==> src/rtl/fifo_pkg.sv <==
// Shared types, defaults and pointer-wrap helper for the programmable FIFO.
package fifo_pkg;

    typedef enum logic {
        FIFO_STD  = 1'b0,
        FIFO_FWFT = 1'b1
    } fifo_mode_e;

    localparam int DEF_WIDTH = 16;
    localparam int DEF_DEPTH = 8;

    // Wrap by explicit compare so non-power-of-2 depths stay in range.
    function automatic int next_ptr(input int ptr, input int depth);
        return (ptr == depth - 32'sd1) ? 32'sd0 : ptr + 32'sd1;
    endfunction

endpackage

==> src/rtl/fifo_ptr.sv <==
// Wrapping pointer register used for both the write and the read side.
module fifo_ptr
    import fifo_pkg::*;
#(
    parameter int FIFO_DEPTH = DEF_DEPTH,
    localparam int PTR_W = $clog2(FIFO_DEPTH)
) (
    input  logic             clk,
    input  logic             rst_n,
    input  logic             inc,
    output logic [PTR_W-1:0] ptr
);

    // Pointer advances on each accepted access and wraps at FIFO_DEPTH-1.
    always_ff @(posedge clk or negedge rst_n) begin
        if (!rst_n) begin
            ptr <= {PTR_W{1'b0}};
        end else if (inc) begin
            ptr <= PTR_W'(next_ptr(int'(ptr), FIFO_DEPTH));
        end else begin
            ptr <= ptr;
        end
    end

endmodule

==> src/rtl/fifo_prog.sv <==
// Parametrised single-clock FIFO: any depth, standard or FWFT read,
// run-time almost-full/almost-empty thresholds and an occupancy count.
module fifo_prog
    import fifo_pkg::*;
#(
    parameter int FIFO_WIDTH = DEF_WIDTH,
    parameter int FIFO_DEPTH = DEF_DEPTH,
    parameter int FWFT       = 0,
    localparam int CNT_W     = $clog2(FIFO_DEPTH + 1)
) (
    input  logic                  clk,
    input  logic                  rst_n,
    input  logic [FIFO_WIDTH-1:0] data_in,
    input  logic                  wr_en,
    input  logic                  rd_en,
    input  logic [CNT_W-1:0]      af_level,
    input  logic [CNT_W-1:0]      ae_level,
    output logic [FIFO_WIDTH-1:0] data_out,
    output logic                  data_valid,
    output logic                  wr_ack,
    output logic                  overflow,
    output logic                  underflow,
    output logic                  full,
    output logic                  empty,
    output logic                  almostfull,
    output logic                  almostempty,
    output logic [CNT_W-1:0]      count
);

    localparam int PTR_W = $clog2(FIFO_DEPTH);
    localparam fifo_mode_e MODE = (FWFT != 0) ? FIFO_FWFT : FIFO_STD;

    logic [FIFO_WIDTH-1:0] mem_r [FIFO_DEPTH];
    logic [PTR_W-1:0]      wr_ptr_s;
    logic [PTR_W-1:0]      rd_ptr_s;
    logic [CNT_W-1:0]      count_r;
    logic                  wa_s;
    logic                  ra_s;
    logic                  wr_ack_r;
    logic                  overflow_r;
    logic                  underflow_r;

    // Accept decisions look only at the registered occupancy flags.
    assign wa_s = wr_en && !full;
    assign ra_s = rd_en && !empty;

    fifo_ptr #(.FIFO_DEPTH(FIFO_DEPTH)) u_wr_ptr (
        .clk   (clk),
        .rst_n (rst_n),
        .inc   (wa_s),
        .ptr   (wr_ptr_s)
    );

    fifo_ptr #(.FIFO_DEPTH(FIFO_DEPTH)) u_rd_ptr (
        .clk   (clk),
        .rst_n (rst_n),
        .inc   (ra_s),
        .ptr   (rd_ptr_s)
    );

    // Storage write port; contents deliberately survive reset.
    always_ff @(posedge clk) begin
        if (wa_s) begin
            mem_r[wr_ptr_s] <= data_in;
        end
    end

    // Occupancy: simultaneous accepted write and read cancel out.
    always_ff @(posedge clk or negedge rst_n) begin
        if (!rst_n) begin
            count_r <= {CNT_W{1'b0}};
        end else begin
            case ({wa_s, ra_s})
                2'b10:   count_r <= count_r + CNT_W'(1'b1);
                2'b01:   count_r <= count_r - CNT_W'(1'b1);
                default: count_r <= count_r;
            endcase
        end
    end

    // Handshake pulses reflect the previous cycle's requests.
    always_ff @(posedge clk or negedge rst_n) begin
        if (!rst_n) begin
            wr_ack_r    <= 1'b0;
            overflow_r  <= 1'b0;
            underflow_r <= 1'b0;
        end else begin
            wr_ack_r    <= wa_s;
            overflow_r  <= wr_en && full;
            underflow_r <= rd_en && empty;
        end
    end

    assign count       = count_r;
    assign wr_ack      = wr_ack_r;
    assign overflow    = overflow_r;
    assign underflow   = underflow_r;
    assign full        = (count_r == CNT_W'(FIFO_DEPTH));
    assign empty       = (count_r == {CNT_W{1'b0}});
    assign almostfull  = (count_r >= af_level);
    assign almostempty = !empty && (count_r <= ae_level);

    generate
        if (MODE == FIFO_FWFT) begin : g_fwft
            // Head word shown directly; masked while empty so nothing unwritten leaks out.
            assign data_out   = empty ? {FIFO_WIDTH{1'b0}} : mem_r[rd_ptr_s];
            assign data_valid = !empty;
        end else begin : g_std
            logic [FIFO_WIDTH-1:0] data_out_r;
            logic                  data_valid_r;

            // Registered read: popped word lands one cycle after the accepted read.
            always_ff @(posedge clk or negedge rst_n) begin
                if (!rst_n) begin
                    data_out_r   <= {FIFO_WIDTH{1'b0}};
                    data_valid_r <= 1'b0;
                end else if (ra_s) begin
                    data_out_r   <= mem_r[rd_ptr_s];
                    data_valid_r <= 1'b1;
                end else begin
                    data_out_r   <= data_out_r;
                    data_valid_r <= 1'b0;
                end
            end

            assign data_out   = data_out_r;
            assign data_valid = data_valid_r;
        end
    endgenerate

endmodule

==> config.mk <==
export PLATFORM = sky130hd
export DESIGN_NAME = fifo_prog
export DESIGN_NICKNAME = d
export VERILOG_FILES = /design/src/rtl/fifo_pkg.sv /design/src/rtl/fifo_ptr.sv /design/src/rtl/fifo_prog.sv
export SDC_FILE = /design/constraint.sdc
export NUM_CORES = 1
export LEC_CHECK = 0
export ABC_CLOCK_PERIOD_IN_PS = 4200
export BUFFER_PORTS_ARGS = -buffer_cell sky130_fd_sc_hd__buf_2
export CELL_PAD_IN_SITES_DETAIL_PLACEMENT = 1
export CELL_PAD_IN_SITES_GLOBAL_PLACEMENT = 1
export CORE_ASPECT_RATIO = 0.6
export CORE_MARGIN = 2
export CORE_UTILIZATION = 50
export DETAILED_ROUTE_END_ITERATION = 10
export PLACE_DENSITY_LB_ADDON = 0.1
export REMOVE_ABC_BUFFERS = 1
export SYNTH_ARGS = -nofsm -noshare
export SYNTH_HDL_FRONTEND = slang
export SYNTH_SLANG_ARGS = --single-unit
==> constraint.sdc <==
create_clock -name clk -period 4.2 [get_ports clk]
set_clock_uncertainty 0.05 [all_clocks]
set_input_delay 0.63 -clock clk [delete_from_list [all_inputs] [get_ports clk]]
set_output_delay 0.63 -clock clk [all_outputs]
set_load 0.03 [all_outputs]
# Word-level counts from Yosys, hierarchy flattened
# Memories as Yosys holds them, arrays and structs flattened. A register that Yosys moved wholly into a read port is not among the register bits.
# Index checks and enable logic that the tools add are counted.
# classes
addsub,4
multipliers,0
div_mod_pow,0
order_cmp,2
eq_ne,5
shift,0
n_mux,6
bitwise_logic,0
n_reduce_logical,10
# op_table
cell,n
one-hot mux 4 bit (2 select lines),1
"adder 3 x 1 -> 3 bit, second input constant",2
"equality test 3 x 1 -> 1 bit, second input constant",2
two-way mux 3 bit,2
logical AND 1 bit,5
"adder 4 x 1 -> 4 bit, second input constant",1
"equality test 4 bit, second input constant",1
greater-or-equal comparator 4 bit,1
less-or-equal comparator 4 bit,1
zero test 4 bit,1
"subtractor 4 x 1 -> 4 bit, second input constant",1
zero test 1 bit,3
two-way mux 1 bit,3
"equality test 2 x 1 -> 1 bit, second input constant",1
"equality test 2 bit, second input constant",1
nonzero test 2 bit,1
# word_totals
regBits,14
latch_bits,0
ramBits,128
rom_bits,0
inputBits,28
output_inout_bits,28
word_cells,35
memories,1
# mem_list
memory,words,word_bits,rd,rd_ports_with_merged_regs,write_ports,line,rtl
mem_r,8,16,1,1,1,fifo_prog.sv:33,logic [FIFO_WIDTH-1:0] mem_r [FIFO_DEPTH];

# Depth between registers and ports, before layout
# depth
word_depth,5
mapped_depth,12
mapped_depth_nobuf,10

# By module
# Synthesis repeated with hierarchy kept, for this count alone.
# hier_totals
hier_cells,387
hier_area_um2,6473.7
# by_module_without_submodules
module,n_inst,cells_per_inst,area_each_um2,seq_area_each_um2
fifo_prog,1,365,6188.4,4444.3
fifo_ptr,2,11,142.6,75.1

# Least setup slack after synthesis
# No wires, ideal clock.
# synth_path
path_type,register to register
start,"reg count_r[1], in the netlist count[1]"
end,mem mem_r[0][0] (netlist bit) (enable)
setup_ns,0.430
arrival_ns,2.812
required_time_ns,3.720
path_slack_ns,0.908
path_stages_with_launch,5
path_buffers,1
period_less_slack_ns,3.292
path_cell_list,dfrtp_1 > nor4b_2 > nand2b_1 > buf_2 > nor4_1
# synth_between
elab_chain_len,5
# synth_lines
item,line,rtl
"start, declared",fifo_prog.sv:36,logic [CNT_W-1:0] count_r;
"start signal, assigned",fifo_prog.sv:71,count_r <= {CNT_W{1'b0}};
"start signal, assigned",fifo_prog.sv:74,2'b10: count_r <= count_r + CNT_W'(1'b1);
"start signal, assigned",fifo_prog.sv:75,2'b01: count_r <= count_r - CNT_W'(1'b1);
equality test 4 bit,fifo_prog.sv:98,assign full = (count_r == CNT_W'(FIFO_DEPTH));
named net full,fifo_prog.sv:23,"output logic full,"
zero test 1 bit,fifo_prog.sv:44,assign wa_s = wr_en && !full;
logical AND 1 bit,fifo_prog.sv:44,
two-way mux 1 bit,fifo_prog.sv:63,if (wa_s) begin
two-way mux 1 bit (not written as such),fifo_prog.sv:64,mem_r[wr_ptr_s] <= data_in;
"end, declared",fifo_prog.sv:33,
# The timed path passes the listed nets, and every way through them passes these cells.

# Worst setup path after layout
# layout_path
start,"reg count_r[2], in the netlist count[2]"
end,"reg count_r[2], in the netlist count[2]"
# layout_between
elab_chain_len,5
word_cells_on_any_way,12
cone_classes,add/sub: 2; eq/ne: 3; mux: 1; reduce/logical: 6
# layout_lines
item,line,rtl
zero test 4 bit *,fifo_prog.sv:99,assign empty = (count_r == {CNT_W{1'b0}});
zero test 1 bit *,fifo_prog.sv:45,assign ra_s = rd_en && !empty;
logical AND 1 bit *,fifo_prog.sv:45,
named net ra_s,fifo_prog.sv:38,logic ra_s;
equality test 2 x 1 -> 1 bit or equality test 2 bit (tied branches),fifo_prog.sv:73,"case ({wa_s, ra_s})"
one-hot mux 4 bit (2 select lines) or nonzero test 2 bit (tied branches),-,
# Mark *: on every way through the listed nets, which the timed path passes. The rest lies on a longest branch.
# A chain may end at the register's enable or synchronous reset.

==> results.md <==
* Flops & latches, synth at 158
* Antenna Nets Post-Route at 0
* Sw Pwr at approximately 1.9 mW
* Reg2Reg Setup Slack at 1060 ps
* Relative slew margins at 0.309
* Syn avg cell area at about 16 sq um
* # DRC at 0
* Pint at 3.66 mW
* H-Tree Depth at 4
* Status: finished clean
* First-pass GRT wire length at 21,800 um
* Clock Sinks at 158
* Crit-path cells: nor4_2 -> nand2b_1 -> buf_4 -> inv_1 -> ha_1 -> xor2_1 -> ha_1 -> a21oi_1 -> xor2_1 -> nor2_1 -> xor2_1
* Final setup viols at 0
* Critical path launch point type: flop
* Hold Path Class: in -> async
* Maximum vdd ir drop at 0.311 mV
* Critical path fanouts, max at 38
* Switch share at 0.344
* Final HPWL DP at 8280 um
* Combinational share of power at 0.315
* IO buf count at 55
* Clk root buf: clkbuf_16
* Static Leak at approximately 2.8 nW
* Crit path depth at 11
* Pin count of the biggest net entering global routing at 46
* Post-synthesis sequential area ratio at 0.717
* Placed Cells at 602
* Post-synthesis xor/xnor area fraction at 0.00683
* TNS Setup at 0 ps
* Die height at 91.7 um
* CP Capture Type: flop
* Power Total at 5.58 mW
* Unrepaired setup endpoints after global routing: no
* GP Congestion at roughly 0.71
* Synth Area in Adders at 0.0293
* Yosys warning total at 0
* Hold Vio Cnt, Final at 0
* Routed wire per std cell at roughly 22 um
* Area after DPL at between 6000 and 7000 sq um
* Total Routing Usage GR at 0.218
* Fin crit share at 0.748
* Ratio of cells with drive above 1 in the final layout at 0.296
* R2r worst-path depth at 11
* Worst stage delay on the critical path at between 500 and 600 ps
* # hold bufs at CTS at 0
* CTS tree: built
* Row count at 31
* Via count at between 3k and 4k
* Delay-heaviest family, CP: simple AND/OR/NAND/NOR gates
* Slew @ Worst Pin at 1040 ps
* Die Wd at 150 um
* Total CTS buffers at 17
* Global route overflow at 0
* Clock Pin Slew Worst Setup and Hold Paths at 60 ps
* P&R area growth vs syn at 16.8%
* CTS max path bufs at 2
* Worst EP required at between 4000 and 5000 ps
* Critical path launch point: count[2]
* Setup crit end: count[2]
* Layout net count at 499
* Multiplexer share of the synthesized area at 0.110
* Cell Pwr Density at approximately 750 nW/um^2
* Core Util, Final at 0.609
* IO Count at 56
* CP bufs+invs at 2
* Cells after synthesis at 390
* Crit Path Class: reg -> reg
* First-pass DRT Iterations at 4
* Flop pwr share at 0.404
* Fillers at about 1.1k
* Min cycle time layout at 3140 ps
* Reg2reg start: count[2]
* Main combinational cell family by area after synthesis: multiplexers
* Synth Area in Compound Gates at 0.0676
* N_diodes at 0
* Setup ws final at 1060 ps
* Clock latency on the worst-skew pair at between 400 and 500 ps
* Worst slack, placed at approximately 1100 ps
* Core area at around 12,000 sq um
* Vias in the first global route at 3,783
* Clk network pwr share at 0.281
* Die ar. at 13,800 sq um
* Max Fclk at 0.318 GHz
* Arrival time worst endpoint at 3370 ps
* DR iter-0 viols at around 290
* R2R Path End: count[2]
* Starting Density at 0.521
* Max-cap viol count at 0
* Final non-filler cell total at 634
* Synthesized area at 6410 sq um
* Finished Cell Area at ~7500 sq um
* Avg Vias per Cell at 5.63
* Post_cts resized at 0
* CP max-delay cell: dfrtp_1
* Hold WS at 268 ps
* Most used cell, CP: xor2_1
* Final wirelength at between 10,000 and 15,000 um
* Post-CTS Setup Bufs at 0
* Initial antenna violation count at 0
* Number of distinct library cells after synthesis at 33
* Slew Viols, Final at 0
* Simple-gate area share of the yosys netlist at 0.0432
[per-layer routing]
metal | part of all wire | global-route usage | up-vias
met5 | 0 | 0 | -
met4 | 0.010 | 0.0660 | 0
met2 | 0.48 | 0.343 | 67
met3 | 0.044 | 0.0483 | 15
met1 | 0.47 | 0.308 | 1848
li1 | - | - | 1640
[final cells by class]
cell class	instances	area [sq um]	share of cell area
multi-input cells	204	1680	0.224
well taps	165	206	0.0276
flip-flops and latches	158	4600	0.614
clock buffers	20	447	0.0597
clock inverters	12	160	0.0214
inverters	10	37.5	0.00502
repair buffers	65	363	0.0485
[synth_stat cells (all sizes together)]
| cell | instances | area (sq um) |
|---|---|---|
| a31oi | 1 | 6.26 |
| clkbuf | 6 | 25.0 |
| dfrtp | 30 | 751 |
| nor2b | 4 | 25.0 |
| nand2b | 8 | 50.1 |
| a21o | 5 | 37.5 |
| a221o | 16 | 160 |
| nor3 | 6 | 30.0 |
| a21oi | 5 | 25.0 |
| xnor2 | 1 | 8.76 |
| mux2 | 34 | 383 |
| inv | 10 | 37.5 |
| nor4 | 2 | 18.8 |
| edfxtp | 128 | 3840 |
| xor2 | 4 | 35.0 |
| nand4 | 1 | 6.26 |
| mux2i | 32 | 320 |
| ha | 15 | 188 |
| or3 | 1 | 6.26 |
| nor4b | 1 | 15.0 |
| buf | 12 | 106 |
| and2 | 2 | 12.5 |
| o22ai | 16 | 100 |
| nor2 | 5 | 18.8 |
| nand2 | 25 | 93.8 |
| o21ai | 19 | 95.1 |
| o32ai | 1 | 8.76 |
[registers in the layout (all words and copies together) (netlist names)]
name	cells
u_wr_ptr.ptr	3
u_rd_ptr.ptr	3
data_out	16
data_valid	1
wr_ack	1
overflow	1
underflow	1
count	4
mem_r	128
[cell usage in the layout (no fill, tap or decap), types with 5 or more instances in the layout]
master | netlist | final
buf_4 | 4 | 9
o21ai_1 | 17 | 17
buf_2 | 4 | 55
clkbuf_16 | 0 | 17
edfxtp_1 | 128 | 128
nand2b_1 | 8 | 8
inv_1 | 10 | 10
ha_1 | 15 | 15
nand2_1 | 25 | 25
dfrtp_1 | 30 | 29
o22ai_1 | 16 | 16
a21oi_1 | 5 | 5
mux2i_1 | 32 | 32
a221o_1 | 16 | 16
a21o_1 | 5 | 5
mux2_2 | 34 | 34
[power by group through the flow]
stage	Sequential, mW	Combinational, mW	Clock [mW]
6_report	2.25	1.76	1.57
2_1_floorplan	2.49	0.964	0
3_3_place_gp	2.26	1.71	0
5_1_grt	2.29	1.91	1.65
4_1_cts	2.26	1.78	1.59
3_5_place_dp	2.29	1.76	0
[cell families after synthesis]
group / Yosys count
muxes: 66
AOI/OAI and AO/OA: 63
buffers and inverters: 28
DFF: 158
and+or+nand+nor: 55
xor gates and xnor gates: 5
adders and majority gates: 15
[how the worst min path moves through the flow]
| stage | start | endpoint | slack, ps | cells past startpoint |
|---|---|---|---|---|
| 2_1_floorplan | rst_n | count[0] | 280 | 0 |
| 3_3_place_gp | data_out[11] | data_out[11] | 410 | 2 |
| 3_5_place_dp | data_out[7] | data_out[7] | 420 | 2 |
| 4_1_cts | rst_n | data_out[13] | 290 | 1 |
| 5_1_grt | rst_n | wr_ack | 300 | 1 |
| 6_report | rst_n | wr_ack | 270 | 1 |
(Power assumes the default switching activity.)
